**config.mk**
```make
export PLATFORM = sky130hd
export DESIGN_NAME = uart_cmd_ctrl
export DESIGN_NICKNAME = d
export VERILOG_FILES = /design/src/rtl/uart_cmd_ctrl.sv
export SDC_FILE = /design/constraint.sdc
export NUM_CORES = 1
export LEC_CHECK = 0
export ABC_CLOCK_PERIOD_IN_PS = 1720
export CORE_ASPECT_RATIO = 1.5
export CORE_MARGIN = 8
export CORE_UTILIZATION = 42
export CTS_BUF_LIST = sky130_fd_sc_hd__clkbuf_16
export CTS_CLUSTER_DIAMETER = 30
export CTS_CLUSTER_SIZE = 16
export DETAILED_ROUTE_END_ITERATION = 8
export GPL_TIMING_DRIVEN = 0
export PLACE_DENSITY_LB_ADDON = 0.15
export REMOVE_ABC_BUFFERS = 1
export SYNTH_ARGS = -nofsm -noshare
export SYNTH_HDL_FRONTEND = slang
export SYNTH_SLANG_ARGS = --single-unit
```
**constraint.sdc**
```tcl
create_clock -name clk -period 1.72 [get_ports clk]
set_input_delay 0.172 -clock clk [delete_from_list [all_inputs] [get_ports clk]]
set_output_delay 0.172 -clock clk [all_outputs]
set_load 0.05 [all_outputs]
```
**src/rtl/uart_cmd_ctrl.sv**
```systemverilog
`default_nettype none
// ============================================================================
// Module   : uart_cmd_ctrl
// Purpose  : Parses UART command frames (0xAA addr data / 0xBB addr), drives
//            register-file strobes and returns read data to the transmitter.
//            Define CMD_TIMEOUT_EN to add the inter-byte / read-wait timeout.
// Revision : 1.0
// ============================================================================
module uart_cmd_ctrl #(
    parameter int ADDR_W  = 4,
    parameter int TIMEOUT = 1024
) (
    input  logic              clk,
    input  logic              rst,
    input  logic [7:0]        rx_data,
    input  logic              rx_valid,
    input  logic              rx_err,
    output logic [ADDR_W-1:0] reg_addr,
    output logic              reg_wr_en,
    output logic [7:0]        reg_wr_data,
    output logic              reg_rd_en,
    input  logic [7:0]        reg_rd_data,
    input  logic              reg_rd_valid,
    output logic [7:0]        tx_data,
    output logic              tx_valid,
    input  logic              tx_busy,
    output logic              frame_err,
    output logic              busy
);

    localparam logic [7:0] C_CMD_WR = 8'hAA;
    localparam logic [7:0] C_CMD_RD = 8'hBB;

    typedef enum logic [2:0] {
        ST_IDLE    = 3'd0,
        ST_WR_ADDR = 3'd1,
        ST_WR_DATA = 3'd2,
        ST_RD_ADDR = 3'd3,
        ST_RD_WAIT = 3'd4,
        ST_TX_SEND = 3'd5
    } state_t;

    if (TIMEOUT < 2) begin : g_timeout_check
        $error("uart_cmd_ctrl: TIMEOUT must be at least 2");
    end

    state_t            state_q, state_d;
    logic [ADDR_W-1:0] reg_addr_q, reg_addr_d;
    logic [7:0]        reg_wr_data_q, reg_wr_data_d;
    logic              reg_wr_en_q, reg_wr_en_d;
    logic              reg_rd_en_q, reg_rd_en_d;
    logic [7:0]        tx_data_q, tx_data_d;
    logic              tx_valid_q, tx_valid_d;
    logic              frame_err_q, frame_err_d;
    logic              busy_q;

    logic w_good;
    logic w_bad;
    logic w_expired;

    assign w_good = rx_valid & ~rx_err;
    assign w_bad  = rx_valid & rx_err;

`ifdef CMD_TIMEOUT_EN
    localparam int               CNT_W     = $clog2(TIMEOUT);
    localparam logic [CNT_W-1:0] C_CNT_MAX = CNT_W'(TIMEOUT - 1);

    logic [CNT_W-1:0] cnt_q, cnt_d;
    logic             w_timed;

    assign w_timed   = (state_q == ST_WR_ADDR) || (state_q == ST_WR_DATA) ||
                       (state_q == ST_RD_ADDR) || (state_q == ST_RD_WAIT);
    assign w_expired = w_timed && (cnt_q == C_CNT_MAX);
    // Every accepted byte or read response changes state, so a state change
    // is the single restart condition for the counter.
    assign cnt_d     = (w_timed && (state_d == state_q)) ? cnt_q + 1'b1 : '0;

    always_ff @(posedge clk) begin
        if (rst) begin
            cnt_q <= '0;
        end else begin
            cnt_q <= cnt_d;
        end
    end
`else
    assign w_expired = 1'b0;
`endif

    always_comb begin
        state_d       = state_q;
        reg_addr_d    = reg_addr_q;
        reg_wr_data_d = reg_wr_data_q;
        reg_wr_en_d   = 1'b0;
        reg_rd_en_d   = 1'b0;
        tx_data_d     = tx_data_q;
        tx_valid_d    = 1'b0;
        frame_err_d   = 1'b0;

        case (state_q)
            ST_IDLE: begin
                if (w_good && (rx_data == C_CMD_WR)) begin
                    state_d = ST_WR_ADDR;
                end else if (w_good && (rx_data == C_CMD_RD)) begin
                    state_d = ST_RD_ADDR;
                end else if (rx_valid) begin
                    frame_err_d = 1'b1;
                end
            end
            ST_WR_ADDR: begin
                if (w_good) begin
                    reg_addr_d = rx_data[ADDR_W-1:0];
                    state_d    = ST_WR_DATA;
                end else if (w_bad) begin
                    frame_err_d = 1'b1;
                    state_d     = ST_IDLE;
                end
            end
            ST_WR_DATA: begin
                if (w_good) begin
                    reg_wr_data_d = rx_data;
                    reg_wr_en_d   = 1'b1;
                    state_d       = ST_IDLE;
                end else if (w_bad) begin
                    frame_err_d = 1'b1;
                    state_d     = ST_IDLE;
                end
            end
            ST_RD_ADDR: begin
                if (w_good) begin
                    reg_addr_d  = rx_data[ADDR_W-1:0];
                    reg_rd_en_d = 1'b1;
                    state_d     = ST_RD_WAIT;
                end else if (w_bad) begin
                    frame_err_d = 1'b1;
                    state_d     = ST_IDLE;
                end
            end
            ST_RD_WAIT: begin
                frame_err_d = rx_valid;
                if (reg_rd_valid) begin
                    tx_data_d  = reg_rd_data;
                    tx_valid_d = 1'b1;
                    state_d    = ST_TX_SEND;
                end
            end
            ST_TX_SEND: begin
                frame_err_d = rx_valid;
                if (tx_busy) begin
                    tx_valid_d = 1'b1;
                end else begin
                    state_d = ST_IDLE;
                end
            end
            default: begin
                state_d = ST_IDLE;
            end
        endcase

        // A byte or read response in the expiry cycle moves the state and wins.
        if (w_expired && (state_d == state_q)) begin
            state_d     = ST_IDLE;
            frame_err_d = 1'b1;
        end
    end

    always_ff @(posedge clk) begin
        if (rst) begin
            state_q       <= ST_IDLE;
            reg_addr_q    <= '0;
            reg_wr_data_q <= '0;
            reg_wr_en_q   <= 1'b0;
            reg_rd_en_q   <= 1'b0;
            tx_data_q     <= '0;
            tx_valid_q    <= 1'b0;
            frame_err_q   <= 1'b0;
            busy_q        <= 1'b0;
        end else begin
            state_q       <= state_d;
            reg_addr_q    <= reg_addr_d;
            reg_wr_data_q <= reg_wr_data_d;
            reg_wr_en_q   <= reg_wr_en_d;
            reg_rd_en_q   <= reg_rd_en_d;
            tx_data_q     <= tx_data_d;
            tx_valid_q    <= tx_valid_d;
            frame_err_q   <= frame_err_d;
            busy_q        <= (state_d != ST_IDLE);
        end
    end

    assign reg_addr    = reg_addr_q;
    assign reg_wr_data = reg_wr_data_q;
    assign reg_wr_en   = reg_wr_en_q;
    assign reg_rd_en   = reg_rd_en_q;
    assign tx_data     = tx_data_q;
    assign tx_valid    = tx_valid_q;
    assign frame_err   = frame_err_q;
    assign busy        = busy_q;

endmodule
`default_nettype wire

```
# Yosys cells after proc, flatten, opt, wreduce, memory -nomap -nowiden
# Cells that the tools add are included.
# op_classes
n_eq_ne,7
n_reduce_logical,12
n_bitwise,5
muxes,19
# ops
op,n
two-way mux 3 bit,8
case mux 3 bit (6 select lines),1
"equality test 8 bit, second input constant",2
two-way mux 1 bit,8
OR reduction 2 bit,4
"equality test 3 x 2 -> 1 bit, second input constant",2
"equality test 3 bit, second input constant",2
AND reduction 2 bit,3
"equality test 3 x 1 -> 1 bit, second input constant",1
logical NOT 3 bit,1
inverter 1 bit,3
case mux 1 bit (3 select lines),1
nonzero test 3 bit,1
OR reduction 3 bit,1
bitwise AND 1 bit,2
logical AND 1 bit,2
case mux 1 bit (2 select lines),1
# word_totals
regBits,28

# Depth between registers and ports, before layout
# Gate-level depths: netlist (run 1).
# depth
depth_word,7
depth_mapped,6
depth_no_buf,4

# Worst setup path after synthesis (run 1)
# Ideal clock, no wire load.
# synth_timing
kind,reg2reg
from,register state_q[1]
to,"register tx_data_q[0], in the netlist tx_data[0]"
slack_ns,0.410
setup_time_ns,0.128
path_buffers,2
period_less_slack_ns,1.310
stages_incl_launch_ff,7
arrival_time_ns,1.182
path_cell_list,dfxtp_1 > buf_6 > nand2b_2 > nor3b_2 > buf_6 > mux2i_1 > nor2_1
# synth_via
elab_chain_len,2
# synth_lines
element,line_no,rtl
"start, declared",47,"state_t state_q, state_d;"
"start signal, assigned",178,state_q <= state_d;
equality test 3 bit,99,case (state_q)
AND reduction 2 bit (no line),-,
"end signal, assigned",183,tx_data_q <= tx_data_d;
"end, declared",52,"logic [7:0] tx_data_q, tx_data_d;"
# No other way between the ends.
# A chain may end at the register's enable or synchronous reset.

# Worst setup path in the final report (run 1)
# layout_timing
from,"register reg_addr_q[0], in the netlist reg_addr[0]"
to,output port reg_addr[0]
# layout_rtl
element,line_no,rtl
"start, declared",48,"logic [ADDR_W-1:0] reg_addr_q, reg_addr_d;"
"start signal, assigned",179,reg_addr_q <= reg_addr_d;
"end, declared",18,"output logic [ADDR_W-1:0] reg_addr,"
# No word-level cell between the ends.

==> flow_summary.json, run 1 <==
{
  "status": "complete, no violations",
  "hold_class": "reg -> reg",
  "final-setup-viol-count": 0,
  "crit_path_start_kind": "flip-flop",
  "maxSlewViolCount": 0,
  "grt_max_degree": 26,
  "initial_core_util_pct": 43.57,
  "use_met1_pct": 12.19,
  "worstSetupPathType": "reg -> out",
  "mostFrequentLayoutCells": "clkdlybuf4s50_1, dfxtp_1, nor2_1",
  "fin_crit_ns": 1.590,
  "cts_buffers": 3,
  "drtAntennaViolNets": 0,
  "drc": 0,
  "clk-insertion-delay-late_ns": 0.26,
  "fin_skew_ns": 0.001054,
  "holdBufCountCts": 0,
  "drive_above_1_share_pct": 7.285,
  "cts_buffer_depth": 2,
  "first_pass_iters": 2,
  "path_depth": 1,
  "crit_slowest_cell": "clkdlybuf4s50_1",
  "cts_sinks": 28,
  "die_h_um": 79.84,
  "antenna_cells": 0,
  "wl_per_cell_um": 13.96,
  "fin_cells": 188,
  "grtUsageTotal_pct": 11.66,
  "maxCapViolCount": 0,
  "placedCellCount": 183,
  "critPathBufInv": 1,
  "ys_warn_count": 0,
  "tightest_slew_ns": 0.9183,
  "top_usage_layer": "met2",
  "met2_usage_pct": 19.18,
  "wirelength_um": 2624,
  "critPathMaxStageDelay_ns": 0.82,
  "clkTransAtPathRegs_ns": 0.06,
  "grt_pass1_wl_um": 4257,
  "cts_root_buf": "clkbuf_16",
  "path_cells": "clkdlybuf4s50_1",
  "synthCells": 108,
  "leakage_nw": 0.5570,
  "rsz0062_at_grt": "no",
  "ir_worst_vdd_mv": 0.5504,
  "die_area_um2": 4675,
  "met3_usage_pct": 4.677,
  "dp_hpwl_um": 1987,
  "cts_tree": "built",
  "slew_headroom_pct": 38.59,
  "overflow": 0,
  "ff2ff_path_depth": 5,
  "ys_seq_area_share_pct": 49.12,
  "power_w": 0.001260,
  "drt-vias-per-instance": 4.856,
  "path_max_fanout": 2,
  "area_growth_pct": 47.81,
  "whs_path_depth": 2,
  "cp_data_required_time_ns": 1.55,
  "dr.first_iter.drc_count": 4,
  "antenna_found_initial": 0,
  "core_region_area_um2": 2619,
  "io_pins": 47,
  "final_nets": 174,
  "rows": 23,
  "design_area_um2": 1687,
  "routed-via-count": 913,
  "post-route-period-util_pct": 92.46,
  "syn_avg_cell_area_um2": 10.57,
  "cp_top_family": "buffers and inverters",
  "end_kind": "primary output",
  "io_buffers": 46,
  "layout.cells.most_common": "clkdlybuf4s50_1",
  "ys_seq_elements": 28,
  "arrival_ns": 1.42,
  "die_w_um": 58.56,
  "hold_violations": 0,
  "netlist_area_um2": 1141,
  "fmax_mhz": 628.8,
  "post_dp_cell_area_um2": 1582,
  "grt_pass1_vias": 963,
  "gp_congestion": 0.8673,
  "p_per_area_nw_per_um2": 746.9,
  "ys_types": 30,
  "htreeDepth": 1
}
==> path summary, 6_finish.rpt <==
path	endpoint	slack, ns	startpoint
max reg2reg	tx_data[1]$_SDFFE_PP0P_	0.23	state_q[1]$_SDFF_PP0_
max	reg_addr[0]	0.13	reg_addr[0]$_SDFFE_PP0P_
min reg2reg	reg_wr_data[5]$_SDFFE_PP0P_	0.50	reg_wr_data[5]$_SDFFE_PP0P_
min	reg_wr_data[5]$_SDFFE_PP0P_	0.50	reg_wr_data[5]$_SDFFE_PP0P_
==> worst reg2reg max path, delay by kind of cell (launching register included) <==
family	cells	cell delay (ns)
buffers and inverters	1	0.17
flip-flops	1	0.41
AND/OR/NAND/NOR	3	0.60
multiplexers	1	0.18
==> repair_timing <==
item,in CTS,in global routing
setup buffers,0,1
endpoints found under the setup margin,8,3
resized for setup,1,0
pin swaps,0,1
==> power breakdown <==
group / switching (W) / total, W / leakage, nW / internal, W
clock: 0.000208 / 0.000520 / 0.0385 / 0.000311
combinational: 0.0000353 / 0.0000902 / 0.293 / 0.0000549
sequential: 0.000000525 / 0.000650 / 0.226 / 0.000650
total: 0.000244 / 0.00126 / 0.557 / 0.00102
==> synth_stat cells, drive strengths merged <==
master	n	share of area (%)
a211oi	1	0.66
a21o	1	0.77
a21oi	4	2.1
a31oi	2	1.1
a41oi	1	0.77
and2	1	0.55
and3	1	0.99
buf	6	5.2
clkbuf	2	0.66
dfxtp	28	49
inv	2	0.66
mux2i	21	18
nand2	1	0.33
nand2b	3	1.9
nand4b	1	0.77
nand4bb	1	0.99
nor2	23	7.6
nor3	3	1.3
nor3b	2	2.7
nor4	1	1.1
o311a	1	0.88
o32ai	1	0.77
xnor2	1	0.77
==> cells by family after synthesis <==
group	count (synthesis)	share of synthesized area, %
compound gates	11	7.018
xor+xnor	1	0.7677
buf+inv	10	6.469
flops	28	49.12
mux	21	18.42
simple gates	37	18.20
==> layer usage <==
metal | vias up | wire, um
li1 | 458 | -
met1 | 420 | 1106
met2 | 31 | 1252
met3 | 4 | 219
met4 | 0 | 46
met5 | - | 0
==> sequential cells by signal, indices dropped and copies added, names as in the netlist, 3 cells and up <==
register,flops
reg_addr,4
state_q,3
tx_data,8
reg_wr_data,8
==> stage by stage <==
step	setup TNS (ns)	util (%)	hold WS [ns]	setup slack [ns]
2_1_floorplan	0	-	0.2444	0.1546
3_3_place_gp	-0.7969	60.39	0.4710	-0.06593
3_5_place_dp	-1.281	60.39	0.4866	-0.1163
4_1_cts	0	63.64	0.5027	0.07385
5_1_grt	0	64.41	0.5302	0.08347
6_report	0	64.41	0.4982	0.1297
==> layout make-up <==
| class | instances | area (um^2) |
|---|---|---|
| fill | 217 | 932.1 |
| sequential | 28 | 560.5 |
| multi-input combinational | 70 | 513.0 |
| timing repair buffer | 47 | 480.5 |
| clock buffer | 3 | 75.07 |
| tap | 37 | 46.29 |
| inverter | 2 | 7.507 |
| clock inverter | 1 | 3.754 |
(Power assumes the default switching activity.)
==> inputs of run 2 (changes only) <==
CORE_UTILIZATION = 40   (was 42)
==> flow_summary.json, run 2 (synthesis gave the netlist of run 1 again) <==
{
  "status": "complete, no violations",
  "clk-insertion-delay-late_ns": 0.26,
  "die_area_um2": 4853,
  "drc": 0,
  "p_per_area_nw_per_um2": 750.5,
  "fin_ws_ns": 0.1197,
  "rsz0062_at_grt": "no",
  "final_nets": 174,
  "grt_pass1_vias": 994,
  "fin_skew_ns": 0.001345,
  "rows": 23,
  "cts_sinks": 28,
  "fin_crit_ns": 1.600,
  "core_region_area_um2": 2705,
  "drt-vias-per-instance": 4.915,
  "layout.cells.most_common": "clkdlybuf4s50_1",
  "antenna_found_initial": 0,
  "routed-via-count": 924,
  "whs_path_depth": 2,
  "io_pins": 47,
  "die_w_um": 59.61,
  "hold_class": "reg -> reg",
  "cp_data_required_time_ns": 1.55,
  "hold_violations": 0,
  "initial_core_util_pct": 42.18,
  "ir_worst_vdd_mv": 0.5534,
  "final-setup-viol-count": 0,
  "maxSlewViolCount": 0,
  "grt_max_degree": 26,
  "wirelength_um": 2736,
  "fmax_mhz": 624.9,
  "leakage_nw": 0.5570,
  "cts_buffer_depth": 2,
  "end_kind": "primary output",
  "grt_pass1_wl_um": 4498,
  "min_from": "reg_wr_data[4]$_SDFFE_PP0P_",
  "overflow": 0,
  "wl_per_cell_um": 14.55,
  "io_buffers": 46,
  "mostFrequentLayoutCells": "clkdlybuf4s50_1, dfxtp_1, nor2_1",
  "r2r-end": "reg_addr[3]$_SDFFE_PP0P_",
  "cp_top_family": "buffers and inverters",
  "first_pass_iters": 2,
  "path_cells": "clkdlybuf4s50_1",
  "dp_slack_ns": -0.1177,
  "crit_path_start_kind": "flip-flop",
  "antenna_cells": 0,
  "die_h_um": 81.42,
  "slew_headroom_pct": 39.55,
  "clkTransAtPathRegs_ns": 0.07,
  "dp_hpwl_um": 2065,
  "critPathMaxStageDelay_ns": 0.83,
  "cts_buffers": 3,
  "path_max_fanout": 2,
  "gp_congestion": 0.8705,
  "tightest_slew_ns": 0.9039,
  "cts_root_buf": "clkbuf_16",
  "arrival_ns": 1.43,
  "reg2reg_slack_ns": 0.24,
  "cts_tree": "built",
  "drtAntennaViolNets": 0,
  "grtUsageTotal_pct": 11.80,
  "critPathBufInv": 1,
  "area_growth_pct": 47.81,
  "hold_end": "reg_wr_data[4]$_SDFFE_PP0P_",
  "dr.first_iter.drc_count": 26,
  "htreeDepth": 1,
  "drive_above_1_share_pct": 7.285,
  "maxCapViolCount": 0,
  "post-route-period-util_pct": 93.04,
  "r2r-start": "state_q[2]$_SDFF_PP0_",
  "crit_slowest_cell": "clkdlybuf4s50_1",
  "worstSetupPathType": "reg -> out",
  "path_depth": 1,
  "ff2ff_path_depth": 4,
  "holdBufCountCts": 0,
  "hold_slack_ns": 0.4938
}
[run 2: cell counts in the layout (fill, tap and decap cells not counted)]
No cell type changed its count.
[run 2: repair_timing]
action | 4_1_cts | 5_1_grt
buffers inserted | 0 | 1
resized for setup | 1 | 0
endpoints found under the setup margin | 8 | 8
pin swaps | 0 | 1
[run 2: final cells by class]
cell class	instances	area (um^2)
inverter	2	7.507
multi-input combinational	70	513.0
sequential	28	560.5
clock inverter	1	3.754
fill	248	1018
tap	37	46.29
clock buffer	3	75.07
timing repair buffer	47	480.5
[run 2: per-stage QoR]
step                      utilization (%)  instances   power, W  area [um^2]  TNS (ns)
after floorplan                         -        100  0.0006862         1075         0
after global placement              58.46        183  0.0007536         1582   -0.8857
after detailed placement            58.46        183  0.0007550         1582    -1.456
after CTS                           61.61        187   0.001272         1667         0
after global routing                62.35        188   0.001306         1687         0
final                               62.35        188   0.001266         1687         0
[run 2: layer usage]
metal  global-route usage [%]  share of wire, %  vias to the layer above
met5                        0                 0                        -
met4                    5.755               1.5                        0
met3                    4.844               8.8                        4
met2                    19.52                47                       30
met1                    12.66                42                      431
li1                         -                 -                      459
[run 2: power breakdown]
group / internal [W] / leakage, nW / switching (W)
logic: 0.0000550 / 0.293 / 0.0000358
clock network: 0.000311 / 0.0385 / 0.000213
registers: 0.000649 / 0.226 / 0.000000584
total: 0.00102 / 0.557 / 0.000250
[run 2: worst min-delay path: cells and delay by family (launching register included)]
kind / cells / cell delay, ns
flops: 1 / 0.32
mux: 1 / 0.06
simple gates: 1 / 0.07
[run 2: worst max path at each step]
stage / endpoint / from
final: tx_data[3] / tx_data[3]$_SDFFE_PP0P_
after floorplan: tx_data[0]$_SDFFE_PP0P_ / state_q[1]$_SDFF_PP0_
after detailed placement: tx_data[5]$_SDFFE_PP0P_ / state_q[1]$_SDFF_PP0_
after CTS: tx_data[0]$_SDFFE_PP0P_ / state_q[1]$_SDFF_PP0_
after global placement: tx_data[7]$_SDFFE_PP0P_ / state_q[1]$_SDFF_PP0_
after global routing: reg_addr[2]$_SDFFE_PP0P_ / rx_valid
==> inputs of run 3 (changes only) <==
CELL_PAD_IN_SITES_DETAIL_PLACEMENT = 0   (was default)
CELL_PAD_IN_SITES_GLOBAL_PLACEMENT = 2   (was default)
CORE_UTILIZATION = 25   (was 40)
==> flow_summary.json, run 3 (synthesis gave the netlist of run 1 again) <==
{
  "io_pins": 47,
  "final_nets": 174,
  "dr.first_iter.drc_count": 11,
  "tightest_slew_ns": 0.9330,
  "mostFrequentLayoutCells": "clkdlybuf4s50_1, dfxtp_1, nor2_1",
  "design_area_um2": 1697,
  "wirelength_um": 2934,
  "grt_pass1_vias": 996,
  "cts_buffers": 3,
  "drt-vias-per-instance": 4.697,
  "die_w_um": 71.16,
  "antenna_cells": 0,
  "clkTransAtPathRegs_ns": 0.07,
  "drtAntennaViolNets": 0,
  "crit_slowest_cell": "clkdlybuf4s50_1",
  "htreeDepth": 1,
  "path_cells": "clkdlybuf4s50_1",
  "gp_congestion": 0.7048,
  "area_growth_pct": 48.68,
  "slew_headroom_pct": 37.60,
  "initial_core_util_pct": 25.55,
  "drive_above_1_share_pct": 7.333,
  "cts_root_buf": "clkbuf_16",
  "arrival_ns": 1.42,
  "critPathBufInv": 1,
  "rsz0062_at_grt": "no",
  "die_h_um": 98.75,
  "end_kind": "primary output",
  "die_area_um2": 7027,
  "grt_max_degree": 26,
  "post-route-period-util_pct": 92.62,
  "rows": 30,
  "antenna_found_initial": 0,
  "routed-via-count": 930,
  "fin_crit_ns": 1.593,
  "worstSetupPathType": "reg -> out",
  "grt_pass1_wl_um": 4885,
  "ir_worst_vdd_mv": 0.3240,
  "post_dp_cell_area_um2": 1595,
  "maxSlewViolCount": 0,
  "wl_per_cell_um": 14.82,
  "core_region_area_um2": 4467,
  "status": "complete, no violations",
  "maxCapViolCount": 0,
  "layout.cells.most_common": "clkdlybuf4s50_1",
  "cp_top_family": "buffers and inverters",
  "hold_violations": 0,
  "cts_tree": "built",
  "dp_hpwl_um": 2230,
  "fin_ws_ns": 0.1270,
  "crit_path_start_kind": "flip-flop",
  "overflow": 0,
  "io_buffers": 46,
  "leakage_nw": 0.5555,
  "clk-insertion-delay-late_ns": 0.26,
  "fin_skew_ns": 0.003844,
  "dp_slack_ns": -0.1554,
  "path_max_fanout": 2,
  "grtUsageTotal_pct": 8.646,
  "cts_buffer_depth": 2,
  "final-setup-viol-count": 0,
  "drc": 0,
  "critPathMaxStageDelay_ns": 0.83,
  "fmax_mhz": 627.7,
  "hold_class": "reg -> reg",
  "cts_sinks": 28,
  "cp_data_required_time_ns": 1.55,
  "p_per_area_nw_per_um2": 742.8,
  "first_pass_iters": 2
}
[run 3: changes by cell type in the layout (fill, tap and decap cells not counted), sizes merged]
cell | before | now
clkinv | 1 | 0
[run 3: layout make-up]
cell class	instances	area (um^2)
fill	453	2770
sequential	28	560.5
multi-input combinational	70	513.0
timing repair buffer	47	480.5
clock buffer	3	75.07
tap	48	60.06
inverter	2	7.507
[run 3: path summary, 6_finish.rpt]
kind / cells past startpoint / endpoint / slack, ns / start
setup / recovery: 1 / reg_addr[0] / 0.13 / reg_addr[0]$_SDFFE_PP0P_
hold / removal: 2 / tx_data[3]$_SDFFE_PP0P_ / 0.50 / tx_data[3]$_SDFFE_PP0P_
setup reg to reg: 4 / reg_addr[0]$_SDFFE_PP0P_ / 0.23 / state_q[2]$_SDFF_PP0_
hold reg to reg: 2 / tx_data[3]$_SDFFE_PP0P_ / 0.50 / tx_data[3]$_SDFFE_PP0P_
[run 3: power breakdown]
part           internal [W]  total [W]  switching [W]
sequential         0.000649   0.000650    0.000000553
clock              0.000308   0.000519       0.000210
combinational     0.0000550  0.0000918      0.0000368
total               0.00101    0.00126       0.000248
[run 3: timing repair]
item / in CTS / in global routing
resized for setup: 1 / 0
setup endpoints to repair: 8 / 8
gates cloned: 0 / 0
pin swaps: 0 / 1
setup buffers: 0 / 1
hold buffers: 0 / 0
[run 3: metal layers]
| metal | track usage (%) | vias up | wire (um) |
|---|---|---|---|
| met2 | 14.77 | 27 | 1495 |
| met1 | 9.329 | 439 | 1201 |
| met3 | 3.150 | 5 | 195 |
| li1 | - | 459 | - |
| met4 | 3.382 | 0 | 42 |
| met5 | 0 | - | 0 |
[run 3: through the flow]
step                      utilization, %  setup TNS [ns]  total power, W  hold slack, ns  cells
after floorplan                        -               0       0.0006862          0.2444    100
after global placement             35.71          -2.153       0.0007560          0.4730    194
after detailed placement           35.71          -2.206       0.0007567          0.4851    194
after CTS                          37.54               0        0.001281          0.5021    197
after global routing               37.98               0        0.001305          0.5315    198
final                              37.98               0        0.001260          0.4959    198
